$ cat src/rtl/multicycle_sequencer_pkg.sv
// Shared types, RV32I major-opcode constants and opcode classification for the sequencer.
package multicycle_sequencer_pkg;

    localparam logic [6:0] OP_LUI      = 7'b0110111;
    localparam logic [6:0] OP_AUIPC    = 7'b0010111;
    localparam logic [6:0] OP_JAL      = 7'b1101111;
    localparam logic [6:0] OP_JALR     = 7'b1100111;
    localparam logic [6:0] OP_BRANCH   = 7'b1100011;
    localparam logic [6:0] OP_LOAD     = 7'b0000011;
    localparam logic [6:0] OP_STORE    = 7'b0100011;
    localparam logic [6:0] OP_IMM      = 7'b0010011;
    localparam logic [6:0] OP_OP       = 7'b0110011;
    localparam logic [6:0] OP_MISC_MEM = 7'b0001111;
    localparam logic [6:0] OP_SYSTEM   = 7'b1110011;

    typedef enum logic [2:0] {
        IDLE,
        FETCH,
        LOAD_IR,
        EXEC,
        MEM,
        WRITEBACK,
        TRAP
    } seq_state_t;

    typedef enum logic [1:0] {
        TRAP_NONE,
        TRAP_ILLEGAL,
        TRAP_IBUS_TIMEOUT,
        TRAP_DBUS_TIMEOUT
    } trap_cause_t;

    typedef struct packed {
        logic legal;
        logic is_load;
        logic is_store;
        logic is_branch;
    } op_class_t;

    function automatic op_class_t classify_opcode(input logic [6:0] op);
        op_class_t c;
        c = '0;
        case (op)
            OP_LOAD: begin
                c.legal   = 1'b1;
                c.is_load = 1'b1;
            end
            OP_STORE: begin
                c.legal    = 1'b1;
                c.is_store = 1'b1;
            end
            OP_BRANCH: begin
                c.legal     = 1'b1;
                c.is_branch = 1'b1;
            end
            OP_LUI, OP_AUIPC, OP_JAL, OP_JALR, OP_IMM, OP_OP, OP_MISC_MEM, OP_SYSTEM: begin
                c.legal = 1'b1;
            end
            default: c = '0;
        endcase
        return c;
    endfunction

endpackage

$ cat src/rtl/wait_timeout_counter.sv
// Counts wait cycles in a bus-request state; expired flags the last permitted cycle.
module wait_timeout_counter #(
    parameter int unsigned TIMEOUT = 16
) (
    input  logic clk,
    input  logic rst,
    input  logic clear,
    input  logic enable,
    output logic expired
);

    // TIMEOUT = 0 disables expiry but still needs a legal 1-bit counter.
    localparam int unsigned CntW = (TIMEOUT > 0) ? $clog2(TIMEOUT + 1) : 1;
    localparam logic [CntW-1:0] LastCnt = CntW'((TIMEOUT > 0) ? TIMEOUT - 1 : 0);

    logic [CntW-1:0] count_q, count_d;

    always_comb begin
        count_d = count_q;
        if (clear) begin
            count_d = '0;
        end else if (enable) begin
            count_d = count_q + CntW'(1);
        end
        expired = (TIMEOUT != 0) && (count_q == LastCnt);
    end

    always_ff @(posedge clk or negedge rst) begin
        if (!rst) begin
            count_q <= '0;
        end else begin
            count_q <= count_d;
        end
    end

endmodule

$ cat src/rtl/multicycle_sequencer.sv
// Multicycle RV32I control sequencer: bus handshakes, optional writeback skip, sticky trap,
// retired-instruction counter.
module multicycle_sequencer
    import multicycle_sequencer_pkg::*;
#(
    parameter int unsigned TIMEOUT        = 16,
    parameter bit          SKIP_WRITEBACK = 1'b1,
    parameter int unsigned RETIRE_W       = 32
) (
    input  logic                clk,
    input  logic                rst,
    input  logic [6:0]          opcode,
    input  logic                stall,
    input  logic                ibus_ack,
    input  logic                dbus_ack,
    output logic                ibus_req,
    output logic                load_ir,
    output logic                en_pc_counter,
    output logic                dbus_req,
    output logic                dbus_we,
    output logic                write_back_stage,
    output logic                trap,
    output trap_cause_t         trap_cause,
    output logic [RETIRE_W-1:0] retired_count
);

    seq_state_t          state_q, state_d;
    trap_cause_t         cause_q, cause_d;
    logic                ibus_req_q, ibus_req_d;
    logic                dbus_req_q, dbus_req_d;
    logic                dbus_we_q, dbus_we_d;
    logic                trap_q, trap_d;
    logic [RETIRE_W-1:0] retired_q, retired_d;
    logic                retire;
    logic                wait_clear, wait_enable, wait_expired;
    op_class_t           op_class;

    assign op_class = classify_opcode(opcode);

    wait_timeout_counter #(
        .TIMEOUT(TIMEOUT)
    ) u_wait (
        .clk    (clk),
        .rst    (rst),
        .clear  (wait_clear),
        .enable (wait_enable),
        .expired(wait_expired)
    );

    always_comb begin
        state_d = state_q;
        cause_d = cause_q;
        retire  = 1'b0;
        unique case (state_q)
            IDLE: state_d = FETCH;
            FETCH: begin
                if (ibus_ack) begin
                    state_d = LOAD_IR;
                end else if (wait_expired) begin
                    state_d = TRAP;
                    cause_d = TRAP_IBUS_TIMEOUT;
                end
            end
            LOAD_IR: if (!stall) state_d = EXEC;
            EXEC: begin
                if (!stall) begin
                    if (!op_class.legal) begin
                        state_d = TRAP;
                        cause_d = TRAP_ILLEGAL;
                    end else if (op_class.is_load || op_class.is_store) begin
                        state_d = MEM;
                    end else if (op_class.is_branch && SKIP_WRITEBACK) begin
                        state_d = FETCH;
                        retire  = 1'b1;
                    end else begin
                        state_d = WRITEBACK;
                    end
                end
            end
            MEM: begin
                if (dbus_ack) begin
                    if (op_class.is_store && SKIP_WRITEBACK) begin
                        state_d = FETCH;
                        retire  = 1'b1;
                    end else begin
                        state_d = WRITEBACK;
                    end
                end else if (wait_expired) begin
                    state_d = TRAP;
                    cause_d = TRAP_DBUS_TIMEOUT;
                end
            end
            WRITEBACK: begin
                if (!stall) begin
                    state_d = FETCH;
                    retire  = 1'b1;
                end
            end
            TRAP: state_d = TRAP;
            default: state_d = IDLE;
        endcase

        wait_clear  = (state_d != state_q);
        wait_enable = (state_q == FETCH) || (state_q == MEM);

        ibus_req_d = (state_d == FETCH);
        dbus_req_d = (state_d == MEM);
        dbus_we_d  = (state_d == MEM) && op_class.is_store;
        trap_d     = (state_d == TRAP);
        retired_d  = retired_q + RETIRE_W'(retire);
    end

    always_ff @(posedge clk or negedge rst) begin
        if (!rst) begin
            state_q    <= IDLE;
            cause_q    <= TRAP_NONE;
            ibus_req_q <= 1'b0;
            dbus_req_q <= 1'b0;
            dbus_we_q  <= 1'b0;
            trap_q     <= 1'b0;
            retired_q  <= '0;
        end else begin
            state_q    <= state_d;
            cause_q    <= cause_d;
            ibus_req_q <= ibus_req_d;
            dbus_req_q <= dbus_req_d;
            dbus_we_q  <= dbus_we_d;
            trap_q     <= trap_d;
            retired_q  <= retired_d;
        end
    end

    // Single-cycle strobes must drop in the same cycle stall is raised, so they stay Moore+stall.
    always_comb begin
        ibus_req         = ibus_req_q;
        dbus_req         = dbus_req_q;
        dbus_we          = dbus_we_q;
        trap             = trap_q;
        trap_cause       = cause_q;
        retired_count    = retired_q;
        load_ir          = (state_q == LOAD_IR) && !stall;
        en_pc_counter    = (state_q == EXEC) && !stall && op_class.legal;
        write_back_stage = (state_q == WRITEBACK) && !stall
                           && !op_class.is_store && !op_class.is_branch;
    end

endmodule

$ cat config.mk
export PLATFORM = sky130hd
export DESIGN_NAME = multicycle_sequencer
export DESIGN_NICKNAME = d
export VERILOG_FILES = /design/src/rtl/multicycle_sequencer_pkg.sv /design/src/rtl/wait_timeout_counter.sv /design/src/rtl/multicycle_sequencer.sv
export SDC_FILE = /design/constraint.sdc
export NUM_CORES = 1
export LEC_CHECK = 0
export ABC_AREA = 0
export CAP_MARGIN = 15
export CORE_MARGIN = 2
export CORE_UTILIZATION = 55
export CTS_BUF_LIST = sky130_fd_sc_hd__clkbuf_2
export CTS_CLUSTER_DIAMETER = 200
export CTS_CLUSTER_SIZE = 8
export DETAILED_ROUTE_END_ITERATION = 6
export GPL_ROUTABILITY_DRIVEN = 0
export GPL_TIMING_DRIVEN = 0
export PLACE_DENSITY = 0.86
export REMOVE_ABC_BUFFERS = 1
export SLEW_MARGIN = 20
export SYNTH_ARGS = -nofsm -noshare
export SYNTH_HDL_FRONTEND = slang
export SYNTH_SLANG_ARGS = --single-unit
$ cat constraint.sdc
create_clock -name clk -period 6.13 [get_ports clk]
set_input_delay 1.226 -clock clk [delete_from_list [all_inputs] [get_ports clk]]
set_output_delay 1.226 -clock clk [all_outputs]
set_load 0.05 [all_outputs]
==> impl_metrics.ini <==
[synthesis]
async_flop_share_pct = 100
avgSynthCellArea_um2 = 10.4
netlist_area_mm2 = 0.00241
synthTopCellsByArea = dfrtp_1 (48%), xnor2_1 (6.5%), xor2_1 (5.4%), nor2_1 (3.3%), nand3_1 (2.9%)
yosysWarnings = 0
synth_seq_cells = 46
yosys.area.top_type = dfrtp_1
ys.flop_type = dfrtp_1
yosysTopAreaCellShare_pct = 47.7
synthesis.instances = 231
synth_cell_types = 51
synth-edff-count = 0
synth_seq_area_share_pct = 47.7

[grt]
antenna_found_initial = 0
grt_pass1_vias = 1775
grt_max_degree = 30
grt_use_total_pct = 20.6
grt-ovfl-total = 0
grt_pass1_wl_um = 8140

[final_layout]
most-common-layout-cells = clkdlybuf4s50_1 (51), dfrtp_1 (46), nor2_1 (21), xnor2_1 (18), xor2_1 (15)
area_growth_pct = 24.9
drive_gt1_share_pct = 9.44
final_common_cell = clkdlybuf4s50_1
fin_area_mm2 = 0.00301
diodes = 0
fin_nets = 301

[power_and_ir_drop]
seqPwrFrac_pct = 45.6
power_frac_comb_pct = 40.4
switching_power_w = 0.000361
power_density_mw_per_mm2 = 285
intPower_w = 0.000499
p_leak_nw = 1.35
switching_share_pct = 41.9
ir_worst_vdd_v = 0.000204
pwr-share-clk_pct = 14.0

[routing]
finalWirelength_um = 4700
ant_nets = 0
firstDrtPassIters = 4
drc_errors = 0
wire_per_inst_um = 13.9
vias_per_cell = 5.67
via_count = 1918
drt_iter0_drc = 123

[floorplan]
rows = 24
core_area_mm2 = 0.00429
io_pins = 53
die_area_mm2 = 0.00493
die_w_um = 70.2
start_util_pct = 56.2
die_h_um = 70.2

[placed_design]
portBuffers = 52
dp_hpwl_um = 3550
placed_area_mm2 = 0.00298

[sta]
drv_slew = 0
period_minus_slack_ps = 4510
relSlewSlack_pct = 63.5
final-setup-viol-count = 0
rsz0062_at_grt = false
finalCritPeriodShare_pct = 73.5
timing.setup.tns_ps = 0
clock_skew_ps = 18.9
hold_violations = 0
fmax_mhz = 222
worst_pin_slew_ps = 533

[clock_tree]
cts_tree = done
clk_pin_slew_ps = 190
cts_buffer_depth = 2
post_cts_resized = 0
ctsHoldBuffers = 0
cts_root_buf = clkbuf_2
numCtsBuffers = 5
cts_sinks = 46
cts_setup_buffers = 0
clk_latency_ps = 400
cts_htree_levels = 2

[worst_setup_path]
crit_type = primary input to output pin
cp-start-kind = primary input
crit_fanout = 6
crit_path_end_kind = output pin
cp.required_ps = 4900
arrival_ps = 3280

[hold_path]
hp-class = flip-flop to flip-flop

[flow_run]
drv_cap = 0

[status]
status = finished, final reports clean
-- cells by family (layout without fill, tap and decap cells) --
| logic type | count (synthesis) | in the layout | share of synthesized area, % |
|---|---|---|---|
| fa+ha+maj | 4 | 4 | 2.07 |
| xor+xnor | 33 | 33 | 12.0 |
| mux | 2 | 2 | 0.829 |
| compound gates | 29 | 29 | 9.54 |
| buf+inv | 20 | 75 | 3.78 |
| simple gates | 97 | 97 | 24.1 |
| flops | 46 | 46 | 47.7 |
-- state kept, by name (all words and copies together), names as in the netlist --
signal,count
dbus_we,1
ibus_req,1
dbus_req,1
trap,1
retired_count,32
trap_cause,2
u_wait.count_q,5
state_q,3
-- layout make-up --
cell class | count | area (um^2)
flip-flops and latches | 46 | 1150
clock buffers | 6 | 30.0
inverters | 14 | 52.6
fillers | 355 | 1280
multi-input cells | 165 | 1170
well taps | 52 | 65.1
repair buffers | 53 | 536
clock inverters | 2 | 8.76
-- critical path: stages --
cell	delay, ps
clkdlybuf4s50_1	460
nand2b_1	240
a21oi_1	200
a21oi_2	140
nor3_1	200
clkdlybuf4s50_1	830
-- synthesized netlist by cell type, types with 2 or more instances --
cell,number
dfrtp_1,46
nor2_1,21
xnor2_1,18
xor2_1,15
nand2_1,14
nand3_1,14
inv_1,13
nor3_1,11
nand4_1,7
a21oi_1,6
and3_1,4
ha_1,4
nand2b_1,4
nor2b_1,4
nor3_2,3
o31ai_1,3
a21oi_2,2
and4_1,2
buf_4,2
mux2i_1,2
nand4_2,2
nor3_4,2
nor3b_1,2
o21ai_0,2
o22ai_1,2
-- routing by layer --
metal  track usage (%)  wire length [um]  up-vias
met5                 0                 0        -
met1              28.3              2060      938
li1                  -                 -      918
met4              7.48                51        0
met3              4.04               219        6
met2              32.5              2370       56
-- power by group through the flow --
stage                     Clock [W]  Combinational, W  Sequential, W
after floorplan                   0          0.000183       0.000453
after global placement            0          0.000338       0.000396
after detailed placement          0          0.000349       0.000396
after CTS                  0.000123          0.000350       0.000391
after global routing       0.000135          0.000375       0.000399
final                      0.000120          0.000348       0.000392
-- worst paths after layout --
kind,endpoint,slack (ps),start,cells after the start
hold reg to reg,retired_count[31],480,retired_count[31],1
setup / recovery,en_pc_counter,1620,opcode[4],6
max in group asynchronous,retired_count[31],4900,rst,2
setup reg to reg,retired_count[26],3270,state_q[1],11
min in group asynchronous,retired_count[11],720,rst,1
hold / removal,retired_count[31],480,retired_count[31],1
-- through the flow --
stage                     std cells  hold slack, ps  total power [W]  setup slack (ps)  util [%]
after floorplan                 225             552         0.000636              2090         -
after global placement          329             455         0.000734              1630      68.9
after detailed placement        330             462         0.000745              1640      69.3
after CTS                       338             484         0.000864              1620      70.2
after global routing            338             508         0.000909              1530      70.2
final                           338             477         0.000860              1620      70.2
Power figures use the tool's default switching activity.
